### src/rtl/hazard_ctrl_pkg.sv
// Shared types and encodings for the pipeline hazard controller.
package hazard_pkg;

    typedef enum logic [1:0] {
        RST_FLUSH = 2'd0,
        RUN       = 2'd1,
        MD_WAIT   = 2'd2
    } state_t;

    localparam logic [1:0] FWD_RF   = 2'b00;
    localparam logic [1:0] FWD_W    = 2'b01;
    localparam logic [1:0] FWD_M    = 2'b10;
    localparam logic [1:0] RES_LOAD = 2'b01;

endpackage

### src/rtl/hazard_ctrl_if.sv
// Bundle between the pipeline stage registers and the hazard controller.
// master = pipeline side (drives register indices/enables), slave = hazard_ctrl.
interface hazard_ctrl_if #(
    parameter int REG_ADDR_W = 5,
    parameter int CNT_W      = 32
);
    logic [REG_ADDR_W-1:0] Rs1D, Rs2D, Rs1E, Rs2E;
    logic [REG_ADDR_W-1:0] RdE, RdM, RdW;
    logic [1:0]            ResultSrcE;
    logic                  RegWriteM, RegWriteW;
    logic [1:0]            PCSrcE;
    logic                  MulDivStartE, MulDivDoneE;
    logic [1:0]            ForwardAE, ForwardBE;
    logic                  StallF, StallD, StallE;
    logic                  FlushD, FlushE, FlushM;
    logic [CNT_W-1:0]      StallCount, FlushCount;

    modport master (
        output Rs1D, Rs2D, Rs1E, Rs2E, RdE, RdM, RdW, ResultSrcE,
               RegWriteM, RegWriteW, PCSrcE, MulDivStartE, MulDivDoneE,
        input  ForwardAE, ForwardBE, StallF, StallD, StallE,
               FlushD, FlushE, FlushM, StallCount, FlushCount
    );

    modport slave (
        input  Rs1D, Rs2D, Rs1E, Rs2E, RdE, RdM, RdW, ResultSrcE,
               RegWriteM, RegWriteW, PCSrcE, MulDivStartE, MulDivDoneE,
        output ForwardAE, ForwardBE, StallF, StallD, StallE,
               FlushD, FlushE, FlushM, StallCount, FlushCount
    );
endinterface

### src/rtl/hazard_ctrl_forward_select.sv
// Forwarding mux select for one EX source operand; purely combinational.
// A pending write in M takes priority over W; x0 is never forwarded.
module forward_select
    import hazard_pkg::*;
#(
    parameter int REG_ADDR_W = 5
) (
    input  logic [REG_ADDR_W-1:0] rs_i,
    input  logic [REG_ADDR_W-1:0] rd_m_i,
    input  logic [REG_ADDR_W-1:0] rd_w_i,
    input  logic                  reg_write_m_i,
    input  logic                  reg_write_w_i,
    output logic [1:0]            fwd_o
);
    always_comb begin
        fwd_o = FWD_RF;
        if (reg_write_m_i && (rd_m_i != '0) && (rd_m_i == rs_i)) begin
            fwd_o = FWD_M;
        end else if (reg_write_w_i && (rd_w_i != '0) && (rd_w_i == rs_i)) begin
            fwd_o = FWD_W;
        end
    end
endmodule

### src/rtl/hazard_ctrl.sv
// Pipeline hazard controller: forwarding, load-use stall, redirect flush, post-reset flush, mul/div hold.
// Define HAZARD_PERF_CNT_EN to build the saturating StallCount/FlushCount registers; otherwise they read 0.
module hazard_ctrl
    import hazard_pkg::*;
#(
    parameter int REG_ADDR_W         = 5,
    parameter int RESET_FLUSH_CYCLES = 4,
    parameter int CNT_W              = 32
) (
    input  logic         clk,
    input  logic         rst,
    hazard_ctrl_if.slave hz
);
    localparam logic [1:0] S_RST_FLUSH = RST_FLUSH;
    localparam logic [1:0] S_RUN       = RUN;
    localparam logic [1:0] S_MD_WAIT   = MD_WAIT;
    localparam logic [1:0] S_RESET     = (RESET_FLUSH_CYCLES == 0) ? S_RUN : S_RST_FLUSH;

    localparam int            RF_W    = (RESET_FLUSH_CYCLES > 1) ? $clog2(RESET_FLUSH_CYCLES) : 1;
    localparam logic [RF_W-1:0] RF_INIT = (RESET_FLUSH_CYCLES > 0) ? RF_W'(RESET_FLUSH_CYCLES - 1) : '0;

    logic [1:0]      state_q, state_d;
    logic [RF_W-1:0] rf_cnt_q, rf_cnt_d;
    logic [1:0]      fwd_a, fwd_b;
    logic            lw_stall, redirect, md_hold;
    logic            stall_f, stall_d, stall_e, flush_d, flush_e, flush_m;

    forward_select #(.REG_ADDR_W(REG_ADDR_W)) u_fwd_a (
        .rs_i          (hz.Rs1E),
        .rd_m_i        (hz.RdM),
        .rd_w_i        (hz.RdW),
        .reg_write_m_i (hz.RegWriteM),
        .reg_write_w_i (hz.RegWriteW),
        .fwd_o         (fwd_a)
    );

    forward_select #(.REG_ADDR_W(REG_ADDR_W)) u_fwd_b (
        .rs_i          (hz.Rs2E),
        .rd_m_i        (hz.RdM),
        .rd_w_i        (hz.RdW),
        .reg_write_m_i (hz.RegWriteM),
        .reg_write_w_i (hz.RegWriteW),
        .fwd_o         (fwd_b)
    );

    assign lw_stall = (hz.ResultSrcE == RES_LOAD) && (hz.RdE != '0) &&
                      ((hz.RdE == hz.Rs1D) || (hz.RdE == hz.Rs2D));
    assign redirect = (hz.PCSrcE != 2'b00);
    assign md_hold  = hz.MulDivStartE && !hz.MulDivDoneE;

    always_comb begin
        state_d  = state_q;
        rf_cnt_d = rf_cnt_q;
        stall_f  = 1'b0;
        stall_d  = 1'b0;
        stall_e  = 1'b0;
        flush_d  = 1'b0;
        flush_e  = 1'b0;
        flush_m  = 1'b0;
        case (state_q)
            S_RST_FLUSH: begin
                stall_f = 1'b1;
                flush_d = 1'b1;
                flush_e = 1'b1;
                flush_m = 1'b1;
                if (rf_cnt_q == '0) state_d = S_RUN;
                else                rf_cnt_d = rf_cnt_q - RF_W'(1);
            end
            S_MD_WAIT: begin
                // Redirects are ignored here: the branch sits behind the held EX op.
                if (!hz.MulDivDoneE) begin
                    stall_f = 1'b1;
                    stall_d = 1'b1;
                    stall_e = 1'b1;
                    flush_m = 1'b1;
                end else begin
                    state_d = S_RUN;
                end
            end
            default: begin
                if (md_hold) begin
                    stall_f = 1'b1;
                    stall_d = 1'b1;
                    stall_e = 1'b1;
                    flush_m = 1'b1;
                    state_d = S_MD_WAIT;
                end else begin
                    stall_f = lw_stall && !redirect;
                    stall_d = lw_stall && !redirect;
                    flush_d = redirect;
                    flush_e = lw_stall || redirect;
                end
            end
        endcase
    end

    always_ff @(posedge clk or posedge rst) begin
        if (rst) begin
            state_q  <= S_RESET;
            rf_cnt_q <= RF_INIT;
        end else begin
            state_q  <= state_d;
            rf_cnt_q <= rf_cnt_d;
        end
    end

    assign hz.ForwardAE = (state_q == S_RST_FLUSH) ? FWD_RF : fwd_a;
    assign hz.ForwardBE = (state_q == S_RST_FLUSH) ? FWD_RF : fwd_b;
    assign hz.StallF    = stall_f;
    assign hz.StallD    = stall_d;
    assign hz.StallE    = stall_e;
    assign hz.FlushD    = flush_d;
    assign hz.FlushE    = flush_e;
    assign hz.FlushM    = flush_m;

`ifdef HAZARD_PERF_CNT_EN
    logic             redirect_flush;
    logic [CNT_W-1:0] stall_cnt_q, stall_cnt_d, flush_cnt_q, flush_cnt_d;

    // Only redirect flushes are counted, not the reset-flush sequence.
    assign redirect_flush = (state_q == S_RUN) && redirect && !md_hold;
    assign stall_cnt_d    = (stall_f && !(&stall_cnt_q)) ? stall_cnt_q + CNT_W'(1) : stall_cnt_q;
    assign flush_cnt_d    = (redirect_flush && !(&flush_cnt_q)) ? flush_cnt_q + CNT_W'(1) : flush_cnt_q;

    always_ff @(posedge clk or posedge rst) begin
        if (rst) begin
            stall_cnt_q <= '0;
            flush_cnt_q <= '0;
        end else begin
            stall_cnt_q <= stall_cnt_d;
            flush_cnt_q <= flush_cnt_d;
        end
    end

    assign hz.StallCount = stall_cnt_q;
    assign hz.FlushCount = flush_cnt_q;
`else
    assign hz.StallCount = '0;
    assign hz.FlushCount = '0;
`endif

endmodule
### src/flat_wrapper.sv
// flat-port wrapper written by rule: the top's interface ports become plain ports
module hazard_ctrl_flat import hazard_pkg::*;
#(
    parameter int REG_ADDR_W         = 5,
    parameter int RESET_FLUSH_CYCLES = 4,
    parameter int CNT_W              = 32
)
  (clk, rst, hz_Rs1D, hz_Rs2D, hz_Rs1E, hz_Rs2E, hz_RdE, hz_RdM, hz_RdW, hz_ResultSrcE, hz_RegWriteM, hz_RegWriteW, hz_PCSrcE, hz_MulDivStartE, hz_MulDivDoneE, hz_ForwardAE, hz_ForwardBE, hz_StallF, hz_StallD, hz_StallE, hz_FlushD, hz_FlushE, hz_FlushM, hz_StallCount, hz_FlushCount);
  hazard_ctrl_if #(.REG_ADDR_W(REG_ADDR_W), .CNT_W(CNT_W)) hz_i ();
  input  logic clk;
  input  logic rst;
  input wire logic [$bits(hz_i.Rs1D)-1:0] hz_Rs1D;
  input wire logic [$bits(hz_i.Rs2D)-1:0] hz_Rs2D;
  input wire logic [$bits(hz_i.Rs1E)-1:0] hz_Rs1E;
  input wire logic [$bits(hz_i.Rs2E)-1:0] hz_Rs2E;
  input wire logic [$bits(hz_i.RdE)-1:0] hz_RdE;
  input wire logic [$bits(hz_i.RdM)-1:0] hz_RdM;
  input wire logic [$bits(hz_i.RdW)-1:0] hz_RdW;
  input wire logic [$bits(hz_i.ResultSrcE)-1:0] hz_ResultSrcE;
  input wire logic [$bits(hz_i.RegWriteM)-1:0] hz_RegWriteM;
  input wire logic [$bits(hz_i.RegWriteW)-1:0] hz_RegWriteW;
  input wire logic [$bits(hz_i.PCSrcE)-1:0] hz_PCSrcE;
  input wire logic [$bits(hz_i.MulDivStartE)-1:0] hz_MulDivStartE;
  input wire logic [$bits(hz_i.MulDivDoneE)-1:0] hz_MulDivDoneE;
  output wire logic [$bits(hz_i.ForwardAE)-1:0] hz_ForwardAE;
  output wire logic [$bits(hz_i.ForwardBE)-1:0] hz_ForwardBE;
  output wire logic [$bits(hz_i.StallF)-1:0] hz_StallF;
  output wire logic [$bits(hz_i.StallD)-1:0] hz_StallD;
  output wire logic [$bits(hz_i.StallE)-1:0] hz_StallE;
  output wire logic [$bits(hz_i.FlushD)-1:0] hz_FlushD;
  output wire logic [$bits(hz_i.FlushE)-1:0] hz_FlushE;
  output wire logic [$bits(hz_i.FlushM)-1:0] hz_FlushM;
  output wire logic [$bits(hz_i.StallCount)-1:0] hz_StallCount;
  output wire logic [$bits(hz_i.FlushCount)-1:0] hz_FlushCount;
  assign hz_i.Rs1D = hz_Rs1D;
  assign hz_i.Rs2D = hz_Rs2D;
  assign hz_i.Rs1E = hz_Rs1E;
  assign hz_i.Rs2E = hz_Rs2E;
  assign hz_i.RdE = hz_RdE;
  assign hz_i.RdM = hz_RdM;
  assign hz_i.RdW = hz_RdW;
  assign hz_i.ResultSrcE = hz_ResultSrcE;
  assign hz_i.RegWriteM = hz_RegWriteM;
  assign hz_i.RegWriteW = hz_RegWriteW;
  assign hz_i.PCSrcE = hz_PCSrcE;
  assign hz_i.MulDivStartE = hz_MulDivStartE;
  assign hz_i.MulDivDoneE = hz_MulDivDoneE;
  assign hz_ForwardAE = hz_i.ForwardAE;
  assign hz_ForwardBE = hz_i.ForwardBE;
  assign hz_StallF = hz_i.StallF;
  assign hz_StallD = hz_i.StallD;
  assign hz_StallE = hz_i.StallE;
  assign hz_FlushD = hz_i.FlushD;
  assign hz_FlushE = hz_i.FlushE;
  assign hz_FlushM = hz_i.FlushM;
  assign hz_StallCount = hz_i.StallCount;
  assign hz_FlushCount = hz_i.FlushCount;
  hazard_ctrl #(.REG_ADDR_W(REG_ADDR_W), .RESET_FLUSH_CYCLES(RESET_FLUSH_CYCLES), .CNT_W(CNT_W)) u_core (.clk(clk), .rst(rst), .hz(hz_i));
endmodule
### config.mk
export PLATFORM = sky130hd
export DESIGN_NAME = hazard_ctrl_flat
export DESIGN_NICKNAME = d
export VERILOG_FILES = /design/src/rtl/hazard_ctrl_pkg.sv /design/src/rtl/hazard_ctrl_if.sv /design/src/rtl/hazard_ctrl_forward_select.sv /design/src/rtl/hazard_ctrl.sv /design/src/flat_wrapper.sv
export SDC_FILE = /design/constraint.sdc
export NUM_CORES = 1
export LEC_CHECK = 0
export BUFFER_PORTS_ARGS = -buffer_cell sky130_fd_sc_hd__buf_2
export CORE_MARGIN = 5
export CORE_UTILIZATION = 39
export CTS_CLUSTER_DIAMETER = 100
export CTS_CLUSTER_SIZE = 28
export DETAILED_ROUTE_END_ITERATION = 12
export PLACE_DENSITY = 0.85
export SYNTH_ARGS = -nofsm -noshare
export SYNTH_HDL_FRONTEND = slang
export SYNTH_SLANG_ARGS = --single-unit
### constraint.sdc
create_clock -name clk -period 4.1 [get_ports clk]
set_input_delay 1.025 -clock clk [delete_from_list [all_inputs] [get_ports clk]]
set_output_delay 1.025 -clock clk [all_outputs]
set_load 0.01 [all_outputs]
# --- Word-level counts from Yosys, hierarchy flattened ---
# Index checks and enable logic that the tools add are counted.
word_totals:
  reg_bits: 4
  latchBits: 0
  ramBits: 0
  romBits: 0
  input_bits: 45
  out_inout_bits: 74
  elab_cells: 58
  memories: 0
op_classes:
  add_sub_neg: 1
  n_mul: 0
  n_div: 0
  order_cmp: 0
  eq_ne: 10
  shift: 0
  mux: 21
  n_bitwise: 1
  reduce_logical: 23
ops:
  columns: ["operator", "n"]
  rows:
  - ["5-bit equality test", 6]
  - ["5-bit nonzero test", 3]
  - ["2-bit two-way mux", 7]
  - ["1-bit one-hot mux with 2 select lines", 6]
  - ["1-bit logical AND", 10]
  - ["1-bit two-way mux", 7]
  - ["2-bit zero test", 2]
  - ["2-bit one-hot mux with 2 select lines", 1]
  - ["3-bit AND reduction", 1]
  - ["3-bit nonzero test", 1]
  - ["2-bit by 1-bit equality test with 1-bit output (second input constant)", 1]
  - ["2-bit equality test (second input constant)", 1]
  - ["1-bit zero test", 2]
  - ["1-bit logical OR", 2]
  - ["2-bit by 1-bit inequality test with 1-bit output (second input constant)", 1]
  - ["2-bit inequality test (second input constant)", 1]
  - ["2-bit AND reduction", 1]
  - ["2-bit nonzero test", 1]
  - ["2-bit by 1-bit subtractor with 2-bit output (second input constant)", 1]
  - ["1-bit inverter", 1]

# --- Logic depth before layout (Yosys ltp) ---
logic_depth:
  word_depth: 6
  depth_mapped: 5
  depth_no_buf: 5

# --- By module ---
# A second synthesis with hierarchy kept.
hier_totals:
  hier_cells: 159
  hier_area_um2: 1217.4
modules_own_cells:
  columns: ["mod", "instances", "cells_each", "area_each_um2", "seq_area_each_um2"]
  rows:
  - ["hazard_ctrl", 1, 119, 914.6, 102.6]
  - ["forward_select", 2, 20, 151.4, 0.0]

# --- Worst setup path after synthesis ---
# OpenSTA, ideal clock, no wires.
synth_path:
  path_kind: "input-to-output"
  from: "input port hz_RdM[0]"
  to: "output port hz_ForwardAE[0]"
  t_arrival_ns: 2.173
  required_ns: 3.075
  slack_ns: 0.902
  path_stages: 4
  path_buffers: 0
  cell_sequence: "or4_1 o21ai_2 nor3_1 nor4_2"
synth_via:
  elab_chain_cells: 5
  elab_cells_between_ends: 6
  cone_classes: "eq/ne: 1; mux: 2; reduce/logical: 3"
synth_lines:
  columns: ["item", "line_no", "source"]
  rows:
  - ["start, declared", "flat_wrapper.sv:17", "input wire logic [$bits(hz_i.RdM)-1:0] hz_RdM;"]
  - ["5-bit nonzero test", "hazard_ctrl_forward_select.sv:17", "if (reg_write_m_i && (rd_m_i != '0) && (rd_m_i == rs_i)) begin"]
  - ["1-bit logical AND", "hazard_ctrl_forward_select.sv:17", null]
  - ["1-bit logical AND *", "hazard_ctrl_forward_select.sv:17", null]
  - ["2-bit two-way mux *", "hazard_ctrl_forward_select.sv:17", null]
  - ["2-bit two-way mux *", "hazard_ctrl.sv:107", "assign hz.ForwardAE = (state_q == S_RST_FLUSH) ? FWD_RF : fwd_a;"]
  - ["end, declared", "flat_wrapper.sv:25", "output wire logic [$bits(hz_i.ForwardAE)-1:0] hz_ForwardAE;"]
# Mark *: on every way between the ends. The rest lies on a longest branch, timed or not.

# --- Final worst setup path ---
# Same ends and word-level chain as after synthesis.

==> metrics <==
fin crit share=83.3%; Mapped Cells=151; die width=65.0 um; CP Data Required Time=3070 ps; Bufs on Longest Clock Path=2; Post-CTS Setup Inserts=0; reg2reg setup slack=2760 ps; Total Routing Usage GR=10.8%; most common cell after layout, fill and taps aside=conb_1; most frequent cells in the layout=conb_1, buf_2, xor2_1; Fillers=309; pin count of the biggest net entering global routing=13; Core ar.=0.00298 sq mm; initial core utilization=39.7%; Final Max Slew Viols=0; initial antenna violation count=0; clock skew=5.63 ps; Arr. time, crit path=2390 ps; worst min path class=register to register; r2r endpoint=u_core.rf_cnt_q[1]$_DFFE_PP1P_; drt drc=0; number of port buffers=54; unrepaired setup endpoints after global routing=false; vias in the first global route=915; first-pass GRT wire length=3660 um; # diodes=0; Avg Synthesized Cell Area=7.82 sq um; CTS tree=done; Critical Path Sink=hz_ForwardAE[0]; total grt overflow=0; Crit. End Element=output pin; post-route ant nets=0; clock latency at the later pin of the worst-skew pair=250 ps; total CTS buffers=3; H-tree depth reported by CTS=1; final critical-path required period=3410 ps; Setup CP Type=primary input to output pin; Worst VDD drop=0.0495 mV; final setup TNS=0 ps; Distinct cells, synth=29; DIE AREA=0.00423 sq mm; post_cts resized=0; Synth warnings=0; Sink Count=4; # setup viols final=0; Worst Setup SP=hz_RdM[0]; max frequency=0.293 GHz; half-perimeter wire length after placement=2340 um; vias after detailed routing=969; drt pass-1 iters=4; Nets=253; DR WL/cell=10.6 um; Post-Syn Area=0.00118 sq mm; die height=65.0 um; Design Area, Final=0.00126 sq mm; root buffer cell=clkbuf_4; drt total wl=2520 um; num ports=119; status=finished, final reports clean; r2r worst-path depth=4; Final Hold Vio Count=0; vias per cell=4.05; PwrDens=186 mW/mm^2; Post-DP Area=0.00124 sq mm; Yosys reg bits=4; First DRT Iteration DRCs=44; startpoint types=primary input; worst r2r src=u_core.rf_cnt_q[0]$_DFFE_PP1P_; Layout area overhead=7.10%; routability cong.=0.730; Seq/Total Area, Yosys=8.69%; FP Rows=20; # Max-Cap Violations=0; share of cells above drive strength 1=31.6%; P_leak=0.000692 uW; CP Max Fanout=4; hold buffers post-CTS=0; clock-pin slew on the worst setup and hold paths=40 ps; post-layout util=42.5%
[per-layer routing]
metal  share of wire [%]  global-route usage [%]  vias up
met4                0.79                    3.89        0
met1                  34                    11.0      429
met5                   0                       0        -
li1                    -                       -      479
met2                  53                    21.1       59
met3                  12                    2.43        2
[sequential cells by signal, summed over array words and instances, names as in the netlist]
name,flops
u_core.state_q,2
u_core.rf_cnt_q,2
[worst min path at each step]
| stage | endpoint | start | depth (start not counted) |
|---|---|---|---|
| finish | u_core.rf_cnt_q[1]$_DFFE_PP1P_ | u_core.rf_cnt_q[1]$_DFFE_PP1P_ | 2 |
| global route | u_core.rf_cnt_q[1]$_DFFE_PP1P_ | u_core.rf_cnt_q[1]$_DFFE_PP1P_ | 2 |
| CTS | u_core.rf_cnt_q[1]$_DFFE_PP1P_ | u_core.rf_cnt_q[1]$_DFFE_PP1P_ | 2 |
| detailed placement | u_core.rf_cnt_q[1]$_DFFE_PP1P_ | u_core.rf_cnt_q[1]$_DFFE_PP1P_ | 2 |
| global placement | u_core.rf_cnt_q[1]$_DFFE_PP1P_ | u_core.rf_cnt_q[1]$_DFFE_PP1P_ | 2 |
| floorplan | u_core.rf_cnt_q[1]$_DFFE_PP1P_ | u_core.rf_cnt_q[1]$_DFFE_PP1P_ | 2 |
[worst max-delay path: stages]
cell	delay (ps)
buf_2	120
or4_1	530
o21ai_2	200
nor3_1	100
nor4_2	250
buf_2	170
[power breakdown]
| group | internal, uW | leakage (uW) | switching [uW] |
|---|---|---|---|
| clock | 36.8 | 0.0000150 | 19.8 |
| sequential | 43.3 | 0.0000418 | 9.14 |
| combinational | 51.0 | 0.000635 | 74.9 |
[cell usage after synthesis]
cell	n	area share, %
inv_1	4	1.3
nor4_2	2	2.1
xor2_1	20	15
buf_2	2	0.85
o21ai_0	2	0.85
mux2i_1	2	1.7
dfstp_2	2	4.4
o22ai_1	1	0.53
dfrtp_1	2	4.2
nand2_1	4	1.3
o21bai_1	2	1.3
xnor2_1	11	8.2
a22o_1	1	0.74
or4_1	7	4.4
mux2_2	1	0.95
buf_4	64	41
o221ai_1	1	0.74
conb_1	1	0.32
nand3_1	2	0.85
nor2b_1	1	0.53
o21ai_2	1	0.74
nor4_1	2	1.1
a22oi_1	1	0.64
ha_1	1	1.1
or2_2	2	1.1
a21oi_1	1	0.42
nor2_1	5	1.6
nor3_1	5	2.1
nand2b_1	1	0.53
[cell families (layout without fill, tap and decap cells)]
| logic type | after synthesis | in the layout | share of synthesized area [%] |
|---|---|---|---|
| other | 1 | 64 | 0.317 |
| xor gates and xnor gates | 31 | 31 | 23.0 |
| AOI/OAI and AO/OA | 10 | 10 | 5.93 |
| buffers and inverters | 70 | 62 | 42.8 |
| adders and majority gates | 1 | 1 | 1.06 |
| DFF | 4 | 4 | 8.69 |
| muxes | 3 | 3 | 2.65 |
| and+or+nand+nor | 31 | 31 | 15.6 |
[metrics by stage]
step	hold WS [ps]	worst slack [ps]	cells	total power, uW
2_1_floorplan	460	902	214	177
3_3_place_gp	476	709	235	176
3_5_place_dp	486	680	235	178
4_1_cts	492	680	239	235
5_1_grt	517	596	239	256
6_report	488	687	239	235
[final cells by class]
| type | instances | area, sq um | area share, % |
|---|---|---|---|
| timing repair buffer | 54 | 270 | 21.4 |
| clock buffer | 4 | 26.3 | 2.08 |
| inverter | 4 | 15.0 | 1.19 |
| sequential | 4 | 103 | 8.11 |
| multi-input combinational | 140 | 810 | 64.0 |
| tap | 33 | 41.3 | 3.26 |
Note: power is estimated with default switching activity, not from simulation.
